==> src/rtl/mem_arbiter_pkg.sv <==
// Shared types and constants for the unified-memory arbiter.
package mem_arbiter_pkg;

  // Owner of a read that is in flight through the memory latency.
  typedef enum logic [1:0] {
    OWN_NONE = 2'd0,
    OWN_I    = 2'd1,
    OWN_D    = 2'd2
  } arb_owner_t;

  // Direction encoding used across the processor/memory interface.
  localparam logic rd_wr_read  = 1'b1;
  localparam logic rd_wr_write = 1'b0;

  // Access sizes.
  localparam logic [1:0] sz_byte = 2'd0;
  localparam logic [1:0] sz_half = 2'd1;
  localparam logic [1:0] sz_word = 2'd2;

endpackage

==> src/rtl/mem_arbiter_tag_pipe.sv <==
// Owner-tag delay line matching the memory read latency, so returning data
// can be steered to the requester that issued the read.
module arb_tag_pipe
  import mem_arbiter_pkg::*;
#(
  parameter int RD_LAT = 1
) (
  input  logic       clk,
  input  logic       reset,
  input  arb_owner_t tag_in,
  output arb_owner_t tag_out
);

  arb_owner_t tag_p [RD_LAT];

  // Shift tags one stage per cycle; reset discards every in-flight read.
  always_ff @(posedge clk) begin
    if (!reset) begin
      for (int k = 0; k < RD_LAT; k++) tag_p[k] <= OWN_NONE;
    end else begin
      tag_p[0] <= tag_in;
      for (int k = 1; k < RD_LAT; k++) tag_p[k] <= tag_p[k-1];
    end
  end

  assign tag_out = tag_p[RD_LAT-1];

endmodule

==> src/rtl/mem_arbiter.sv <==
// Arbiter sharing one memory between the instruction-fetch and data ports.
// Data has fixed priority; a saturating starvation counter forces a fetch
// grant after STARVE_MAX consecutive denials.
module mem_arbiter
  import mem_arbiter_pkg::*;
#(
  parameter int RD_LAT     = 1,
  parameter int STARVE_MAX = 4
) (
  input  logic        clk,
  input  logic        reset,
  // fetch port
  input  logic        i_req,
  input  logic [31:0] i_addr,
  output logic        i_gnt,
  output logic        i_rvalid,
  output logic [31:0] i_rdata,
  // data port
  input  logic        d_req,
  input  logic        d_rd_wr,
  input  logic [31:0] d_addr,
  input  logic [31:0] d_wdata,
  input  logic [1:0]  d_access_size,
  output logic        d_gnt,
  output logic        d_rvalid,
  output logic [31:0] d_rdata,
  // memory side
  output logic        m_enable,
  output logic [31:0] m_addr,
  output logic        m_rd_wr,
  output logic [1:0]  m_access_size,
  output logic [31:0] m_data_in,
  input  logic [31:0] m_data_out
);

  localparam logic [3:0] STARVE_LIM = 4'(STARVE_MAX);

  logic [3:0] starve_cnt;
  logic       i_win;
  logic       d_win;
  arb_owner_t tag_in;
  arb_owner_t tag_out;

  // Pick this cycle's winner; nothing is granted while reset is asserted.
  always_comb begin
    i_win = 1'b0;
    d_win = 1'b0;
    if (reset) begin
      if (i_req && (!d_req || starve_cnt >= STARVE_LIM)) i_win = 1'b1;
      else if (d_req)                                    d_win = 1'b1;
    end
  end

  assign i_gnt = i_win;
  assign d_gnt = d_win;

  // Count consecutive cycles fetch is requesting but losing; saturates.
  always_ff @(posedge clk) begin
    if (!reset)                   starve_cnt <= 4'd0;
    else if (!i_req || i_win)     starve_cnt <= 4'd0;
    else if (starve_cnt < STARVE_LIM) starve_cnt <= starve_cnt + 4'd1;
  end

  // Drive the winner's fields onto the memory and tag the read owner.
  always_comb begin
    m_enable      = 1'b0;
    m_addr        = 32'd0;
    m_rd_wr       = rd_wr_read;
    m_access_size = sz_word;
    m_data_in     = 32'd0;
    tag_in        = OWN_NONE;
    if (i_win) begin
      m_enable      = 1'b1;
      m_addr        = i_addr;
      tag_in        = OWN_I;
    end else if (d_win) begin
      m_enable      = 1'b1;
      m_addr        = d_addr;
      m_rd_wr       = d_rd_wr;
      m_access_size = d_access_size;
      if (d_rd_wr == rd_wr_read) tag_in    = OWN_D;
      else                       m_data_in = d_wdata;
    end
  end

  arb_tag_pipe #(
    .RD_LAT (RD_LAT)
  ) u_tag_pipe (
    .clk     (clk),
    .reset   (reset),
    .tag_in  (tag_in),
    .tag_out (tag_out)
  );

  // Memory data is shared; the owner tag decides which port sees it valid.
  assign i_rvalid = (tag_out == OWN_I);
  assign d_rvalid = (tag_out == OWN_D);
  assign i_rdata  = m_data_out;
  assign d_rdata  = m_data_out;

endmodule

==> config.mk <==
export PLATFORM = sky130hd
export DESIGN_NAME = mem_arbiter
export DESIGN_NICKNAME = d
export VERILOG_FILES = /design/src/rtl/mem_arbiter_pkg.sv /design/src/rtl/mem_arbiter_tag_pipe.sv /design/src/rtl/mem_arbiter.sv
export SDC_FILE = /design/constraint.sdc
export NUM_CORES = 1
export LEC_CHECK = 0
export BUFFER_PORTS_ARGS = -buffer_cell sky130_fd_sc_hd__buf_4
export CAP_MARGIN = 20
export CORE_AREA = 3 3 104 106
export DETAILED_ROUTE_END_ITERATION = 6
export DIE_AREA = 0 0 107 109
export PLACE_DENSITY = 0.49
export SLEW_MARGIN = 20
export SYNTH_ARGS = -nofsm -noshare
export SYNTH_HDL_FRONTEND = slang
export SYNTH_HIERARCHICAL = 1
export SYNTH_SLANG_ARGS = --single-unit
==> constraint.sdc <==
create_clock -name clk -period 1.49 [get_ports clk]
set_input_delay 0.298 -clock clk [delete_from_list [all_inputs] [get_ports clk]]
set_output_delay 0.298 -clock clk [all_outputs]
set_load 0.01 [all_outputs]
==> results.cfg, run 1 <==
[critical_path]
critPathSlowestCell = dfxtp_2
setup.worst_path.start = starve_cnt[3]
crit_type = register to output port
critPathMaxFanout = 33
start_kind = register
r2r-end = u_tag_pipe/tag_p[0][1]
r2r_cells = 5
path_cells = o21a_4, nor3_4, buf_12, and2_1, buf_4
cp_top_family = flip-flops
crit_end = m_data_in[1]
critPathBufInv = 2
rrSetupSlack_ps = 330
max_stage_delay_ps = 330
worstPathRequired_ps = 1190
worstPathArrival_ps = 1380
r2r_start = starve_cnt[3]
cp_num_cells = 5
endpoint_kind = output port

[min_path]
hold_path_class = input pin to register

[placement]
gp_congestion = 0.705
numPlacedInstances = 405
dp_hpwl_mm = 4.30
placed_cell_area_mm2 = 0.00231
port_buffers = 174
dp_slack_ps = -24.3

[yosys]
synthAdderAreaFrac_pct = 0.969
synth_edf_count = 0
ys.warnings.count = 6
ys_seq_area_share_pct = 9.30
synth-compound-area-share_pct = 23.5
synth_nets = 302
avgSynthCellArea_um2 = 7.78
ys_ff_latch = 6
yosys.area_share.simple_pct = 24.3
ys_types = 21
syn_area_mm2 = 0.00129
synthMuxAreaShare_pct = 0
synth_xor_area_share_pct = 0
synth_top_family_by_area = buffers and inverters
synthCells = 166
synth-async-reset-ratio_pct = 0
synthFlopType = dfxtp_1

[grt]
antenna_found_initial = 0
grt_pass1_wl_mm = 7.35
grt_max_degree = 36
track_usage_pct = 7.56
grt_pass1_vias = 1532
grt_overflow = 0

[route]
dr.pass1.iters = 4
vias_per_cell = 3.58
wire_per_inst_um = 12.4
route.detailed.drc = 0
antenna_left = 0
dr.first_iter.drc_count = 53
drt-total-wl_mm = 5.07
vias = 1462

[floorplan]
initial_core_util_pct = 13.1
design.die.area_mm2 = 0.0117
ios = 271
rows = 36
core_area_mm2 = 0.00986
die_y_um = 109
die_w_um = 107

[status]
status = finished, violations left
violations = negative setup slack

[run]
maxCapViolations = 0

[clock_tree]
clock-sinks = 6
clkLatencyLatePin_ps = 220
clkSlewWorstSetupHoldPaths_ps = 40
cts_root_buf = clkbuf_8
holdBufCountCts = 0
htree_levels = 1
cts_setup_buffers = 0
cts_tree = done
clk_path_buf_depth = 2
numCtsBuffers = 3

[timing]
rsz0062_at_grt = true
drv_slew = 0
finalSetupViolCount = 69
holdWs_ps = 408
fmax_ghz = 0.595
min_period_ps = 1680
fin_ws_ps = -190
final.setup_skew_ps = 1.85
post-route-period-util_pct = 113
hold_violations = 0

[cells_and_area]
nets = 413
multi_input_area_um2 = 647
layout.cells.non_filler = 408
syn2layout_area_growth_pct = 84.1
seqCellArea_um2 = 123
finalInstanceArea_mm2 = 0.00238
fillers = 1074
antenna_cells = 0
layout-drive-gt1-share_pct = 69.5

[power_and_ir_drop]
p_leak_nw = 1.26
ir_drop_uv = 336
p_per_area_mw_per_mm2 = 399
-- metrics by stage --
stage / power, mW / setup TNS [ps] / util [%]
after global placement: 0.705 / -68.6 / 23.4
final: 0.950 / -11380 / 24.1
after detailed placement: 0.707 / -294 / 23.4
after floorplan: 0.517 / 0 / -
after CTS: 0.958 / -11710 / 23.9
after global routing: 1.01 / -16410 / 24.1
-- final cells by class --
class                   count  share of cell area, %
flip-flops and latches      6                   5.16
multi-input cells          86                   27.2
clock buffers               3                   1.74
inverters                   1                  0.158
repair buffers            179                   58.7
well taps                 133                   7.00
-- flip-flops by register name (all words and copies together) (netlist names) --
register,cells
u_tag_pipe/tag_p,2
starve_cnt,4
-- placed cells by master, fill, tap and decap left out, drive strengths merged --
cell    netlist  layout
nor4          1       1
conb          1       1
or3           1       1
ha            1       1
dfxtp         6       6
a21oi         1       1
inv           1       1
nor2          2       2
nor2b         2       2
nand2         2       2
nand3         1       1
o21a          2       2
and2         38      38
nor3          2       2
a22o         32      32
buf          70     179
clkbuf        3       3
-- worst reg2reg max path: stages (launching register included) --
cell and delay (ps):
dfxtp_2 330, o21a_4 230, nor2_4 100, buf_12 190, and2_1 140, and2_1 110
-- cells in the mapped netlist (2+ instances only) --
library cell | n | share of area [%]
a22o_1 | 32 | 22
and2_1 | 38 | 18
buf_2 | 3 | 1.2
buf_4 | 67 | 39
clkbuf_2 | 3 | 1.2
dfxtp_1 | 6 | 9.3
nor2b_1 | 2 | 0.97
o21a_1 | 2 | 1.2
-- report_power, final --
part           internal (mW)  total (mW)  leakage (nW)  switching (mW)
clock                  0.173       0.241        0.0216          0.0678
sequential             0.166       0.168        0.0495         0.00256
combinational          0.350       0.540          1.19           0.190
-- repair_timing --
action,CTS,global route
cloned,0,0
endpoints found under the setup margin,69,69
hold endpoints to repair,0,0
gates resized for setup,5,5
pin swaps,1,0
-- cells by family (layout without fill, tap and decap cells) --
group,count (synthesis),count (layout)
buf+inv,74,183
simple gates,49,49
compound gates,35,35
flops,6,6
fa+ha+maj,1,1
other cells,1,1
-- how the worst min path moves through the flow --
stage / slack (ps) / depth (start not counted) / to / from
final: 410 / 3 / starve_cnt[0] / i_req
after global routing: 430 / 3 / u_tag_pipe/tag_p[0][1] / reset
after CTS: 400 / 3 / starve_cnt[0] / i_req
after detailed placement: 420 / 1 / starve_cnt[0] / starve_cnt[0]
after global placement: 430 / 1 / starve_cnt[0] / starve_cnt[0]
after floorplan: 410 / 1 / starve_cnt[0] / starve_cnt[0]
-- routing by layer --
| metal | routed length, um | track usage, % | vias to the layer above | share of wire (%) |
|---|---|---|---|---|
| met5 | 0 | 0 | - | 0 |
| met4 | 119 | 2.74 | 0 | 2.3 |
| met3 | 507 | 2.90 | 18 | 10 |
| met2 | 2740 | 13.7 | 88 | 54 |
| met1 | 1700 | 8.02 | 641 | 34 |
| li1 | - | - | 715 | - |
Power figures use the tool's default switching activity.
==> run 2: changes to the inputs <==
--- a/config.mk
+++ b/config.mk
@@ -5,7 +5,7 @@
 export SDC_FILE = /design/constraint.sdc
 export NUM_CORES = 1
 export LEC_CHECK = 0
-export BUFFER_PORTS_ARGS = -buffer_cell sky130_fd_sc_hd__buf_4
+export BUFFER_PORTS_ARGS = -buffer_cell sky130_fd_sc_hd__clkbuf_2
 export CAP_MARGIN = 20
 export CORE_AREA = 3 3 104 106
 export DETAILED_ROUTE_END_ITERATION = 6
==> results.cfg, run 2 (same netlist as run 1, synthesis figures left out) <==
[route]
route.detailed.drc = 0
drt-total-wl_mm = 4.53
vias = 1465
wire_per_inst_um = 11.1
antenna_left = 0
vias_per_cell = 3.57
dr.first_iter.drc_count = 34
dr.pass1.iters = 4

[cells_and_area]
fillers = 1112
multi_input_area_um2 = 642
top_register = starve_cnt
seqCellArea_um2 = 123
utilization_pct = 19.7
final_cell_mix = clkbuf_2 (114), buf_2 (59), and2_1 (38), a22o_1 (32)
antenna_cells = 0
reg_top3 = starve_cnt (4), u_tag_pipe/tag_p (2)
largest_register_ffs = 4
syn2layout_area_growth_pct = 50.5
final_common_cell = clkbuf_2
layout-drive-gt1-share_pct = 69.0
nets = 415

[floorplan]
die_w_um = 107
initial_core_util_pct = 13.1
design.die.area_mm2 = 0.0117
ios = 271
rows = 36
die_y_um = 109
core_area_mm2 = 0.00986

[placement]
port_buffers = 174
gp_congestion = 0.752
dp_hpwl_mm = 3.93
dp_slack_ps = -42.5

[timing]
holdWs_ps = 399
finalSetupViolCount = 68
min_period_ps = 1690
fmax_ghz = 0.590
drv_slew = 0
post-route-period-util_pct = 114
final.setup_skew_ps = 1.13
setup_tns_ps = -10890
rsz0062_at_grt = true
hold_violations = 0
fin_ws_ps = -204

[clock_tree]
htree_levels = 1
cts_tree = done
clk_path_buf_depth = 2
cts_root_buf = clkbuf_8
clkLatencyLatePin_ps = 220
holdBufCountCts = 0
clkSlewWorstSetupHoldPaths_ps = 40
numCtsBuffers = 3
clock-sinks = 6

[grt]
grt_pass1_vias = 1444
antenna_found_initial = 1
grt_pass1_wl_mm = 6.73
grt_max_degree = 36
track_usage_pct = 6.85
grt_overflow = 0

[power_and_ir_drop]
finalPower_uw = 821
ir_drop_uv = 277
p_per_area_mw_per_mm2 = 423
p_leak_nw = 1.18

[critical_path]
critPathSlowestCell = dfxtp_2
cp_top_family = flip-flops
r2r_cells = 5
worstPathArrival_ps = 1400
start_kind = register
path_cells = o21a_4, nor3_4, buf_12, and2_1, clkbuf_2
max_stage_delay_ps = 320
cp_num_cells = 5
endpoint_kind = output port
worstPathRequired_ps = 1190
critPathMaxFanout = 33
crit_type = register to output port
critPathBufInv = 2

[status]
status = finished, violations left
violations = negative setup slack

[run]
maxCapViolations = 0

[min_path]
whs_path_depth = 3
hold_path_class = input pin to register
## run 2: changes by cell type in the layout (fill, tap and decap cells not counted)
| cell | previous run | this run |
|---|---|---|
| and2_1 | 36 | 38 |
| and2_4 | 2 | 0 |
| buf_2 | 0 | 59 |
| buf_4 | 172 | 4 |
| buf_6 | 4 | 1 |
| clkbuf_2 | 0 | 114 |
## run 2: timing repair
action,in CTS,in global routing
gates resized for setup,4,61
setup endpoints to repair,69,69
pin swaps,0,0
buffers inserted,0,0
## run 2: through the flow
stage,std cells,area [um^2]
after floorplan,166,1290
after global placement,407,1890
after detailed placement,407,1890
after CTS,410,1940
after global routing,410,1940
final,410,1940
## run 2: area by class of cell
cell class,count,area share [%]
timing repair buffer,181,49.8
sequential,6,6.31
tap,133,8.56
inverter,1,0.193
multi-input combinational,86,33.0
clock buffer,3,2.12
## run 2: path summary, 6_finish.rpt
check	slack (ps)	startpoint	to
max	-200	starve_cnt[3]	m_data_in[15]
min	400	i_req	starve_cnt[0]
max reg2reg	340	starve_cnt[3]	u_tag_pipe/tag_p[0][1]
min reg2reg	420	starve_cnt[0]	starve_cnt[0]
## run 2: per-layer routing
layer	track usage, %	up-vias	part of all wire [%]
met5	0	-	0.29
met4	1.74	2	1.3
met3	2.84	13	11
met2	11.6	83	50
met1	7.99	647	37
li1	-	720	-
## run 2: worst register-to-register path: cells and delay by family (launching register included)
kind / cells / cell delay (ps)
buffers and inverters: 1 / 190
DFF: 1 / 320
AOI/OAI and AO/OA: 1 / 230
and+or+nand+nor: 3 / 350
## run 2: power by group
group	total (mW)	switching [mW]	internal, mW
Combinational	0.415	0.182	0.234
Sequential	0.168	0.00241	0.166
Clock	0.238	0.0645	0.173
